$ cat src/rtl/wm_pkg.sv
// Shared definitions for the watermarking block: register map, scheduler
// states and default datapath widths.
package wm_pkg;

  localparam int AMBA_ADDR_DEPTH = 20;
  localparam int DIM_WIDTH       = 10;
  localparam int BLOCK_DEPTH     = 7;
  localparam int DATA_DEPTH      = 8;

  localparam int ADDR_CTRL     = 0;
  localparam int ADDR_IWHITE   = 1;
  localparam int ADDR_NP       = 2;
  localparam int ADDR_NW       = 3;
  localparam int ADDR_M        = 4;
  localparam int ADDR_BTHR     = 5;
  localparam int ADDR_BMAX     = 9;
  localparam int ADDR_PIX_BASE = 10;

  typedef enum logic [2:0] {
    S_IDLE,
    S_CHECK,
    S_STAT,
    S_WAIT_STAT,
    S_MARK,
    S_DONE,
    S_ERR
  } sched_state_e;

endpackage

$ cat src/rtl/wm_block_counter.sv
// Row/column position inside the current MxM block, advanced once per
// accepted address pair; wraps to (0,0) after the last pixel of the block.
module wm_block_counter
  import wm_pkg::*;
#(
  parameter int Block_Depth = BLOCK_DEPTH
) (
  input  logic                   clk,
  input  logic                   rst,
  input  logic                   i_clr,
  input  logic                   i_adv,
  input  logic [Block_Depth-1:0] i_m,
  output logic                   o_first,
  output logic                   o_last,
  output logic                   o_row_end
);

  logic [Block_Depth-1:0] r_row;
  logic [Block_Depth-1:0] r_col;
  logic [Block_Depth-1:0] w_m_max;
  logic                   w_row_last;

  assign w_m_max    = i_m - Block_Depth'(1);
  assign w_row_last = (r_row == w_m_max);
  assign o_row_end  = (r_col == w_m_max);
  assign o_first    = (r_row == '0) && (r_col == '0);
  assign o_last     = w_row_last && o_row_end;

  // NOTE: state registers use non-blocking assignments so every flop samples
  // pre-edge values, independent of the order of statements in the block.
  always_ff @(posedge clk) begin
    if (rst || i_clr) begin
      r_row <= '0;
      r_col <= '0;
    end else if (i_adv) begin
      if (o_row_end) begin
        r_col <= '0;
        r_row <= w_row_last ? '0 : r_row + Block_Depth'(1);
      end else begin
        r_col <= r_col + Block_Depth'(1);
      end
    end
  end

endmodule

$ cat src/rtl/wm_block_scheduler.sv
// Walks the image block by block, issuing primary/watermark address pairs
// for a STAT pass and then a MARK pass over every MxM block.
module wm_block_scheduler
  import wm_pkg::*;
#(
  parameter int Amba_Addr_Depth = AMBA_ADDR_DEPTH,
  parameter int Dim_Width       = DIM_WIDTH,
  parameter int Block_Depth     = BLOCK_DEPTH,
  parameter int Data_Depth      = DATA_DEPTH
) (
  input  logic                       clk,
  input  logic                       rst,
  input  logic                       start,
  input  logic [Dim_Width-1:0]       cfg_np,
  input  logic [Dim_Width-1:0]       cfg_nw,
  input  logic [Data_Depth-1:0]      cfg_m,
  output logic                       rd_valid,
  input  logic                       rd_ready,
  output logic [Amba_Addr_Depth-1:0] rd_addr_p,
  output logic [Amba_Addr_Depth-1:0] rd_addr_w,
  output logic                       pass_mark,
  output logic                       blk_first,
  output logic                       blk_last,
  input  logic                       stats_done,
  output logic                       busy,
  output logic                       cfg_err,
  output logic                       image_done
);

  sched_state_e               r_state;
  logic [Dim_Width-1:0]       r_np;
  logic [Dim_Width-1:0]       r_nw;
  logic [Data_Depth-1:0]      r_m;
  logic [Dim_Width-1:0]       r_rem;
  logic [Dim_Width-1:0]       r_blk_c;
  logic [Dim_Width-1:0]       r_blk_r;
  logic [Amba_Addr_Depth-1:0] r_npnp;
  logic [Amba_Addr_Depth-1:0] r_addr_p;
  logic [Amba_Addr_Depth-1:0] r_row_p;
  logic [Amba_Addr_Depth-1:0] r_blk_p;
  logic                       r_valid;
  logic                       r_pass_mark;
  logic                       r_busy;
  logic                       r_cfg_err;
  logic                       r_done;

  logic [2*Dim_Width-1:0]     w_npnp;
  logic [Dim_Width-1:0]       w_m_ext;
  logic [Amba_Addr_Depth-1:0] w_m_addr;
  logic [Amba_Addr_Depth-1:0] w_np_addr;
  logic [Amba_Addr_Depth-1:0] w_addr_step;
  logic                       w_cfg_bad;
  logic                       w_accept;
  logic                       w_first;
  logic                       w_last;
  logic                       w_row_end;
  logic                       w_blk_c_last;
  logic                       w_blk_r_last;

  assign w_npnp    = {{Dim_Width{1'b0}}, r_np} * {{Dim_Width{1'b0}}, r_np};
  assign w_m_ext   = Dim_Width'(r_m);
  assign w_m_addr  = Amba_Addr_Depth'(r_m);
  assign w_np_addr = Amba_Addr_Depth'(r_np);
  assign w_cfg_bad = (r_m == '0) || (r_np == '0) || (w_m_ext > r_np) || (r_nw != r_np);
  assign w_accept  = r_valid && rd_ready;

  assign w_blk_c_last = (r_blk_c + w_m_ext) == r_np;
  assign w_blk_r_last = (r_blk_r + w_m_ext) == r_np;

  // Next pixel inside the block: one column right, or down one image row.
  assign w_addr_step = w_row_end ? (r_row_p + w_np_addr) : (r_addr_p + Amba_Addr_Depth'(1));

  wm_block_counter #(
    .Block_Depth (Block_Depth)
  ) u_blk_cnt (
    .clk       (clk),
    .rst       (rst),
    .i_clr     (r_state == S_CHECK),
    .i_adv     (w_accept),
    .i_m       (Block_Depth'(r_m)),
    .o_first   (w_first),
    .o_last    (w_last),
    .o_row_end (w_row_end)
  );

  always_ff @(posedge clk) begin
    if (rst) begin
      r_state     <= S_IDLE;
      r_np        <= '0;
      r_nw        <= '0;
      r_m         <= '0;
      r_rem       <= '0;
      r_blk_c     <= '0;
      r_blk_r     <= '0;
      r_npnp      <= '0;
      r_addr_p    <= '0;
      r_row_p     <= '0;
      r_blk_p     <= '0;
      r_valid     <= 1'b0;
      r_pass_mark <= 1'b0;
      r_busy      <= 1'b0;
      r_cfg_err   <= 1'b0;
      r_done      <= 1'b0;
    end else begin
      case (r_state)
        S_IDLE, S_DONE: begin
          if (start) begin
            r_np      <= cfg_np;
            r_nw      <= cfg_nw;
            r_m       <= cfg_m;
            r_rem     <= cfg_np;
            r_cfg_err <= 1'b0;
            r_done    <= 1'b0;
            r_busy    <= 1'b1;
            r_state   <= S_CHECK;
          end
        end
        S_CHECK: begin
          r_npnp   <= Amba_Addr_Depth'(w_npnp);
          r_addr_p <= Amba_Addr_Depth'(ADDR_PIX_BASE);
          r_row_p  <= Amba_Addr_Depth'(ADDR_PIX_BASE);
          r_blk_p  <= Amba_Addr_Depth'(ADDR_PIX_BASE);
          r_blk_c  <= '0;
          r_blk_r  <= '0;
          // Divisibility by repeated subtraction: Np must be a multiple of M.
          if (w_cfg_bad || ((r_rem < w_m_ext) && (r_rem != '0))) begin
            r_state   <= S_ERR;
            r_cfg_err <= 1'b1;
            r_busy    <= 1'b0;
          end else if (r_rem < w_m_ext) begin
            r_state     <= S_STAT;
            r_valid     <= 1'b1;
            r_pass_mark <= 1'b0;
          end else begin
            r_rem <= r_rem - w_m_ext;
          end
        end
        S_ERR: r_state <= S_IDLE;
        S_STAT: begin
          if (w_accept) begin
            if (w_last) begin
              r_valid  <= 1'b0;
              r_state  <= S_WAIT_STAT;
              r_addr_p <= r_blk_p;
              r_row_p  <= r_blk_p;
            end else begin
              r_addr_p <= w_addr_step;
              if (w_row_end) r_row_p <= w_addr_step;
            end
          end
        end
        S_WAIT_STAT: begin
          if (stats_done) begin
            r_state     <= S_MARK;
            r_valid     <= 1'b1;
            r_pass_mark <= 1'b1;
          end
        end
        S_MARK: begin
          if (w_accept) begin
            if (w_last) begin
              r_pass_mark <= 1'b0;
              if (w_blk_c_last && w_blk_r_last) begin
                r_valid <= 1'b0;
                r_busy  <= 1'b0;
                r_done  <= 1'b1;
                r_state <= S_DONE;
              end else if (w_blk_c_last) begin
                // The pixel after the last one of a block row starts the next block row.
                r_blk_c  <= '0;
                r_blk_r  <= r_blk_r + w_m_ext;
                r_addr_p <= r_addr_p + Amba_Addr_Depth'(1);
                r_row_p  <= r_addr_p + Amba_Addr_Depth'(1);
                r_blk_p  <= r_addr_p + Amba_Addr_Depth'(1);
                r_state  <= S_STAT;
              end else begin
                r_blk_c  <= r_blk_c + w_m_ext;
                r_addr_p <= r_blk_p + w_m_addr;
                r_row_p  <= r_blk_p + w_m_addr;
                r_blk_p  <= r_blk_p + w_m_addr;
                r_state  <= S_STAT;
              end
            end else begin
              r_addr_p <= w_addr_step;
              if (w_row_end) r_row_p <= w_addr_step;
            end
          end
        end
        default: r_state <= S_IDLE;
      endcase
    end
  end

  assign rd_valid   = r_valid;
  assign rd_addr_p  = r_addr_p;
  assign rd_addr_w  = r_addr_p + r_npnp;
  assign pass_mark  = r_pass_mark;
  assign blk_first  = r_valid && w_first;
  assign blk_last   = r_valid && w_last;
  assign busy       = r_busy;
  assign cfg_err    = r_cfg_err;
  assign image_done = r_done;

endmodule

$ cat config.mk
export PLATFORM = sky130hd
export DESIGN_NAME = wm_block_scheduler
export DESIGN_NICKNAME = d
export VERILOG_FILES = /design/src/rtl/wm_pkg.sv /design/src/rtl/wm_block_counter.sv /design/src/rtl/wm_block_scheduler.sv
export SDC_FILE = /design/constraint.sdc
export NUM_CORES = 1
export LEC_CHECK = 0
export CAP_MARGIN = 20
export CORE_MARGIN = 2
export CORE_UTILIZATION = 45
export CTS_BUF_LIST = sky130_fd_sc_hd__clkbuf_4
export DETAILED_ROUTE_END_ITERATION = 12
export GPL_ROUTABILITY_DRIVEN = 0
export SYNTH_ARGS = -nofsm -noshare
export SYNTH_HDL_FRONTEND = slang
export SYNTH_SLANG_ARGS = --single-unit
export TNS_END_PERCENT = 20
$ cat constraint.sdc
create_clock -name clk -period 7.35 [get_ports clk]
set_clock_uncertainty 0.15 [all_clocks]
set_input_delay 1.8375 -clock clk [delete_from_list [all_inputs] [get_ports clk]]
set_output_delay 1.8375 -clock clk [all_outputs]
set_load 0.01 [all_outputs]
==> results of run 1 <==
## cell usage in the layout (no fill, tap or decap), drive strengths merged, types with 52 or more instances in the layout
cell,n
a21oi,164
clkdlybuf4s50,78
dfxtp,159
fa,52
ha,121
inv,119
nand2,223
nand3,57
nor2,144
nor3,61
o21ai,78
xnor2,87
xor2,63
## worst paths after layout
path	to	cells after the start	start
min reg2reg	r_npnp[7]$_SDFFE_PP0P_	2	r_npnp[7]$_SDFFE_PP0P_
max reg2reg	r_npnp[18]$_SDFFE_PP0P_	15	r_np[5]$_SDFFE_PP0P_
max	rd_addr_w[18]	11	rd_addr_p[2]$_SDFFE_PP0P_
min	r_npnp[7]$_SDFFE_PP0P_	2	r_npnp[7]$_SDFFE_PP0P_
## area by class of cell
class                   count  share of cell area
repair buffers            102              0.0604
inverters                 114              0.0269
clock buffers              17             0.00802
flip-flops and latches    159               0.200
clock inverters            15              0.0128
well taps                 402              0.0316
multi-input cells        1479               0.660
diodes                      3            0.000472
## critical path: stages (launching register included)
cell             delay (ns)
dfxtp_1                0.60
ha_1                   0.34
a21o_1                 0.20
a211oi_1               0.31
o21ai_0                0.17
nand2_1                0.11
o21ai_0                0.19
o41ai_1                0.42
o21ai_0                0.21
o41ai_1                0.33
xnor2_1                0.17
clkdlybuf4s50_1        0.56
## power groups by stage
stage | combinational (mW) | clock (mW) | sequential [mW]
4_1_cts | 2.34 | 0.649 | 1.17
3_5_place_dp | 2.32 | 0 | 1.19
3_3_place_gp | 2.31 | 0 | 1.18
6_report | 2.37 | 0.631 | 1.17
2_1_floorplan | 1.72 | 0 | 1.08
5_1_grt | 2.60 | 0.690 | 1.19
## layer usage
metal,share of wire,up-vias
met5,0,-
met4,0.018,0
met3,0.052,58
met2,0.46,389
met1,0.47,6618
li1,-,6603
## logic make-up after synthesis
logic type,after synthesis,share of synthesized area
simple gates,648,0.212
compound gates,477,0.217
buf+inv,224,0.0604
fa+ha+maj,173,0.176
flops,159,0.219
xor+xnor,155,0.0980
mux,26,0.0181
## flip-flops by register name, summed over array words and instances, names as in the netlist, 3 cells and up
| name | cells |
|---|---|
| r_rem | 10 |
| r_row_p | 20 |
| r_state | 3 |
| r_blk_c | 10 |
| u_blk_cnt.r_row | 7 |
| r_npnp | 19 |
| r_blk_r | 10 |
| r_blk_p | 20 |
| r_nw | 10 |
| r_np | 10 |
| r_m | 8 |
| u_blk_cnt.r_col | 7 |
| rd_addr_p | 20 |
==> flow_summary.toml, run 1 <==
[run_status]
outcome = "complete, no violations"

[power_and_ir_drop]
pwr-share-comb = 0.568
power.switching_mw = 2.05
p_clk_frac = 0.151
p_int_mw = 2.13
ir_drop_mv = 0.165
seq_power_share = 0.281
swShare = 0.491
power_mw = 4.18
p_leak_nw = 6.83
pwr_density_cell_nw_per_um2 = 262

[logic_synthesis]
dominantRegCellSynth = "dfxtp_1"
synth_edf_count = 0
yosys.area.top_type = "dfxtp_1"
yosysSeqAreaShare = 0.219
synth_top_area_frac = 0.219
synth_area_um2 = 14600
avgSynthCellArea_um2 = 7.82
yosys_warnings = 0
yosys_register_bits = 159
syn-num-nets = 2068
synth_common_cells = "223 x nand2_1, 163 x a21oi_1, 159 x dfxtp_1"
ys_types = 90
netlist_top_cells_area = "dfxtp_1 22%, ha_1 10%, fa_1 7.2%, nand2_1 5.8%, a21oi_1 5.6%"
syn_inst = 1862
yosys.cell_count.top_type = "nand2_1"
async_reset_ff_frac = 0

[detailed_routing]
drtPass1Iterations = 7
routed_wl_mm = 45.0
drt-wirelength-per-cell_um = 19.7
antenna_left = 0
drc = 0
drtIter0Drc = 1150
vias = 13700
via_per_inst = 5.97

[clocking]
cts_hold_buffers = 0
cts.sinks = 159
numCtsBuffers = 17
worstSkewPairLatency_ns = 0.64
clk_pin_slew_ns = 0.17
postCtsSetupBuffers = 0
cts_tree = "yes"
cts_buffer_depth = 2
clockRootBuffer = "clkbuf_4"
h-tree-depth = 4
cts_resized = 0

[finish]
num-fill-cells = 3159
areaGrowthSynthToFinish_pct = 9.36
drive_gt1_frac = 0.0525
nets = 2079
seqCellArea_um2 = 3180
final_util = 0.502
fin_cells = 2291
stdcell_area_um2 = 15900
multiInputGateArea_um2 = 10500

[grt]
grt_overflow = 0
use_met3 = 0.0398
grt_pass1_wl_mm = 72.3
busiest_layer = "met2"
grtUsageMet2 = 0.449
antenna_found_initial = 2
use_met1 = 0.373
gr-usage-all-layers = 0.273
grt_pass1_vias = 13100
grt_max_degree = 73

[floorplanning]
num_rows = 65
die-area_um2 = 33800
die_h_um = 184
ioPinCount = 80
fp.dieW_um = 184
coreArea_um2 = 31700
start_util = 0.459

[setup_path]
endpoint_kind = "output port"
startpoint_type = "flip-flop"
path_class = "flip-flop to output port"
cp_max_fo = 9
r2r_slack_ns = 1.39
cp_data_arrival_time_ns = 4.27
required_ns = 5.36

[placed_design]
hpwlAfterDp_mm = 33.9
dp_slack_ns = 1.47
port_buffers = 79
place_area_um2 = 15600
dp_cells = 2255

[sta]
tns_ns = 0
timing.fmax_mhz = 160
whs_ns = 0.314
setup_slack_ns = 1.09
hold_viol = 0
slew_headroom = 0.266
setup_viol = 0
rsz0062_at_grt = "false"
fin_crit_ns = 6.26
slew_violations = 0
fin_crit_sh = 0.851
worst_slew_pin_slew_ns = 1.10

[run]
cap_violations = 0

[min_path]
min_path_type = "flip-flop to flip-flop"
Power figures use the tool's default switching activity.
==> run 2, diff against run 1 <==
--- a/config.mk
+++ b/config.mk
@@ -11,6 +11,7 @@
 export CTS_BUF_LIST = sky130_fd_sc_hd__clkbuf_4
 export DETAILED_ROUTE_END_ITERATION = 12
 export GPL_ROUTABILITY_DRIVEN = 0
+export HOLD_SLACK_MARGIN = 0.06
 export SYNTH_ARGS = -nofsm -noshare
 export SYNTH_HDL_FRONTEND = slang
 export SYNTH_SLANG_ARGS = --single-unit
==> results of run 2 <==
The final DEF is identical to that of run 1; final timing and power are the same.
==> run 3, diff against run 2 <==
--- a/config.mk
+++ b/config.mk
@@ -12,6 +12,7 @@
 export DETAILED_ROUTE_END_ITERATION = 12
 export GPL_ROUTABILITY_DRIVEN = 0
 export HOLD_SLACK_MARGIN = 0.06
+export PLACE_DENSITY = 0.75
 export SYNTH_ARGS = -nofsm -noshare
 export SYNTH_HDL_FRONTEND = slang
 export SYNTH_SLANG_ARGS = --single-unit
==> run 3 against run 2 <==
  * Final cell count fell by 0.22%
  * Sequential share of layout area up 0.066 points
  * Clock power fell by 6.2%
  * Fmax decreased by 0.26%
  * Critical path depth increased by 1
  * Critical endpoint unchanged
  * Highest routed layer unchanged
==> flow_summary.toml, run 3 (synthesized netlist as in run 1, its figures left out) <==
[run_status]
outcome = "complete, no violations"

[detailed_routing]
antenna_left = 0
drtPass1Iterations = 5
drc = 0
via_per_inst = 6.01
routed_wl_mm = 42.2
drt-wirelength-per-cell_um = 18.4
vias = 13700
drtIter0Drc = 1212

[clocking]
postCtsSetupBuffers = 0
cts_buffer_depth = 2
worstSkewPairLatency_ns = 0.62
cts_resized = 0
cts_tree = "yes"
cts_hold_buffers = 0
h-tree-depth = 4
cts.sinks = 159
numCtsBuffers = 17
clk_pin_slew_ns = 0.14
clockRootBuffer = "clkbuf_4"

[finish]
seqCellArea_um2 = 3180
num-fill-cells = 3038
drive_gt1_frac = 0.0494
multiInputGateArea_um2 = 10500
nets = 2076
areaGrowthSynthToFinish_pct = 9.00
fin_cells = 2286
final_util = 0.500
stdcell_area_um2 = 15900
layout_commonest_cell = "nand2_1"
layout_common_cells = "223 x nand2_1, 163 x a21oi_1, 159 x dfxtp_1"

[sta]
fin_crit_sh = 0.853
rsz0062_at_grt = "false"
hold_viol = 0
tns_ns = 0
slew_violations = 0
slew_headroom = 0.291
fin_crit_ns = 6.27
timing.fmax_mhz = 159
whs_ns = 0.318
setup_viol = 0
worst_slew_pin_slew_ns = 1.06
setup_slack_ns = 1.08

[grt]
antenna_found_initial = 1
gr-usage-all-layers = 0.251
grt_pass1_vias = 13300
grt_overflow = 0
grt_pass1_wl_mm = 67.9
grt_max_degree = 68

[power_and_ir_drop]
power_mw = 4.07
p_leak_nw = 6.80
pwr-share-comb = 0.564
p_int_mw = 2.12
power.switching_mw = 1.95
swShare = 0.480
pwr_density_cell_nw_per_um2 = 257
ir_drop_mv = 0.233
seq_power_share = 0.290
p_clk_frac = 0.145

[placed_design]
dp_slack_ns = 1.43
dp_cells = 2252
hpwlAfterDp_mm = 31.7
port_buffers = 79
place_area_um2 = 15500

[setup_path]
r2r_start = "r_np[6]$_SDFFE_PP0P_"
r2r_cells = 17
critPathMaxStageDelay_ns = 0.56
cpMostUsedCell = "o21ai_0"
path_class = "flip-flop to output port"
cp_data_arrival_time_ns = 4.28
r2r_slack_ns = 1.38
cp_slowest_cell = "clkdlybuf4s50_1"
endpoint_kind = "output port"
startpoint_type = "flip-flop"
cp_max_fo = 7
crit_path_cell_trace = "ha_1, ha_1, a21o_1, a211oi_1, o21ai_0, nand2_1, o21ai_0, o41ai_1, o21ai_0, o41ai_1, xnor2_1, clkdlybuf4s50_1"
reg2reg_to = "r_npnp[18]$_SDFFE_PP0P_"
required_ns = 5.36

[floorplanning]
start_util = 0.459
fp.dieW_um = 184
die-area_um2 = 33800
ioPinCount = 80
die_h_um = 184
num_rows = 65
coreArea_um2 = 31700

[min_path]
hold_path_depth = 2
min_path_type = "flip-flop to flip-flop"
hp-start = "r_npnp[16]$_SDFFE_PP0P_"
min_to = "r_npnp[16]$_SDFFE_PP0P_"

[run]
cap_violations = 0
-- run 3: cell count changes in the layout (fill, tap and decap cells not counted), sizes merged --
cell and change:
buf -3, clkbuf +2, clkinv -2, clkinvlp +2, diode -2, inv -2
-- run 3: per-layer routing --
metal / up-vias / wire (µm) / track usage
met3: 111 / 2830 / 0.0345
li1: 6601 / - / -
met4: 0 / 1440 / 0.110
met2: 537 / 19900 / 0.429
met1: 6495 / 18000 / 0.315
met5: - / 0 / 0
-- run 3: final cells by class --
cell class,instances,share of cell area
well taps,402,0.0317
inverters,114,0.0270
flip-flops and latches,159,0.201
diodes,1,0.000158
clock buffers,19,0.00899
multi-input cells,1479,0.662
repair buffers,99,0.0596
clock inverters,13,0.0102
-- run 3: power by group through the flow --
stage | Combinational [mW] | Clock (mW) | Sequential, mW
floorplan | 1.72 | 0 | 1.08
detailed placement | 2.23 | 0 | 1.19
global placement | 2.20 | 0 | 1.19
CTS | 2.25 | 0.600 | 1.17
global route | 2.52 | 0.633 | 1.20
finish | 2.30 | 0.592 | 1.18
-- run 3: worst max-delay path: cells and delay by family, from the launching register on --
family                     cells  cell delay (ns)
adders and majority gates      2             0.49
buffers and inverters          1             0.56
AOI/OAI and AO/OA              7             1.87
DFF                            1             0.46
and+or+nand+nor                1             0.13
xor gates and xnor gates       1             0.17
-- run 3: worst max path at each step --
| stage | depth (start not counted) | slack [ns] | endpoint | startpoint |
|---|---|---|---|---|
| floorplan | 17 | 1.86 | r_npnp[18]$_SDFFE_PP0P_ | r_np[1]$_SDFFE_PP0P_ |
| CTS | 12 | 1.12 | rd_addr_w[18] | rd_addr_p[0]$_SDFFE_PP0P_ |
| finish | 12 | 1.08 | rd_addr_w[18] | rd_addr_p[0]$_SDFFE_PP0P_ |
| global placement | 16 | 1.60 | r_npnp[18]$_SDFFE_PP0P_ | r_np[6]$_SDFFE_PP0P_ |
| detailed placement | 16 | 1.43 | r_npnp[18]$_SDFFE_PP0P_ | r_np[6]$_SDFFE_PP0P_ |
| global route | 12 | 0.72 | rd_addr_w[18] | rd_addr_p[0]$_SDFFE_PP0P_ |
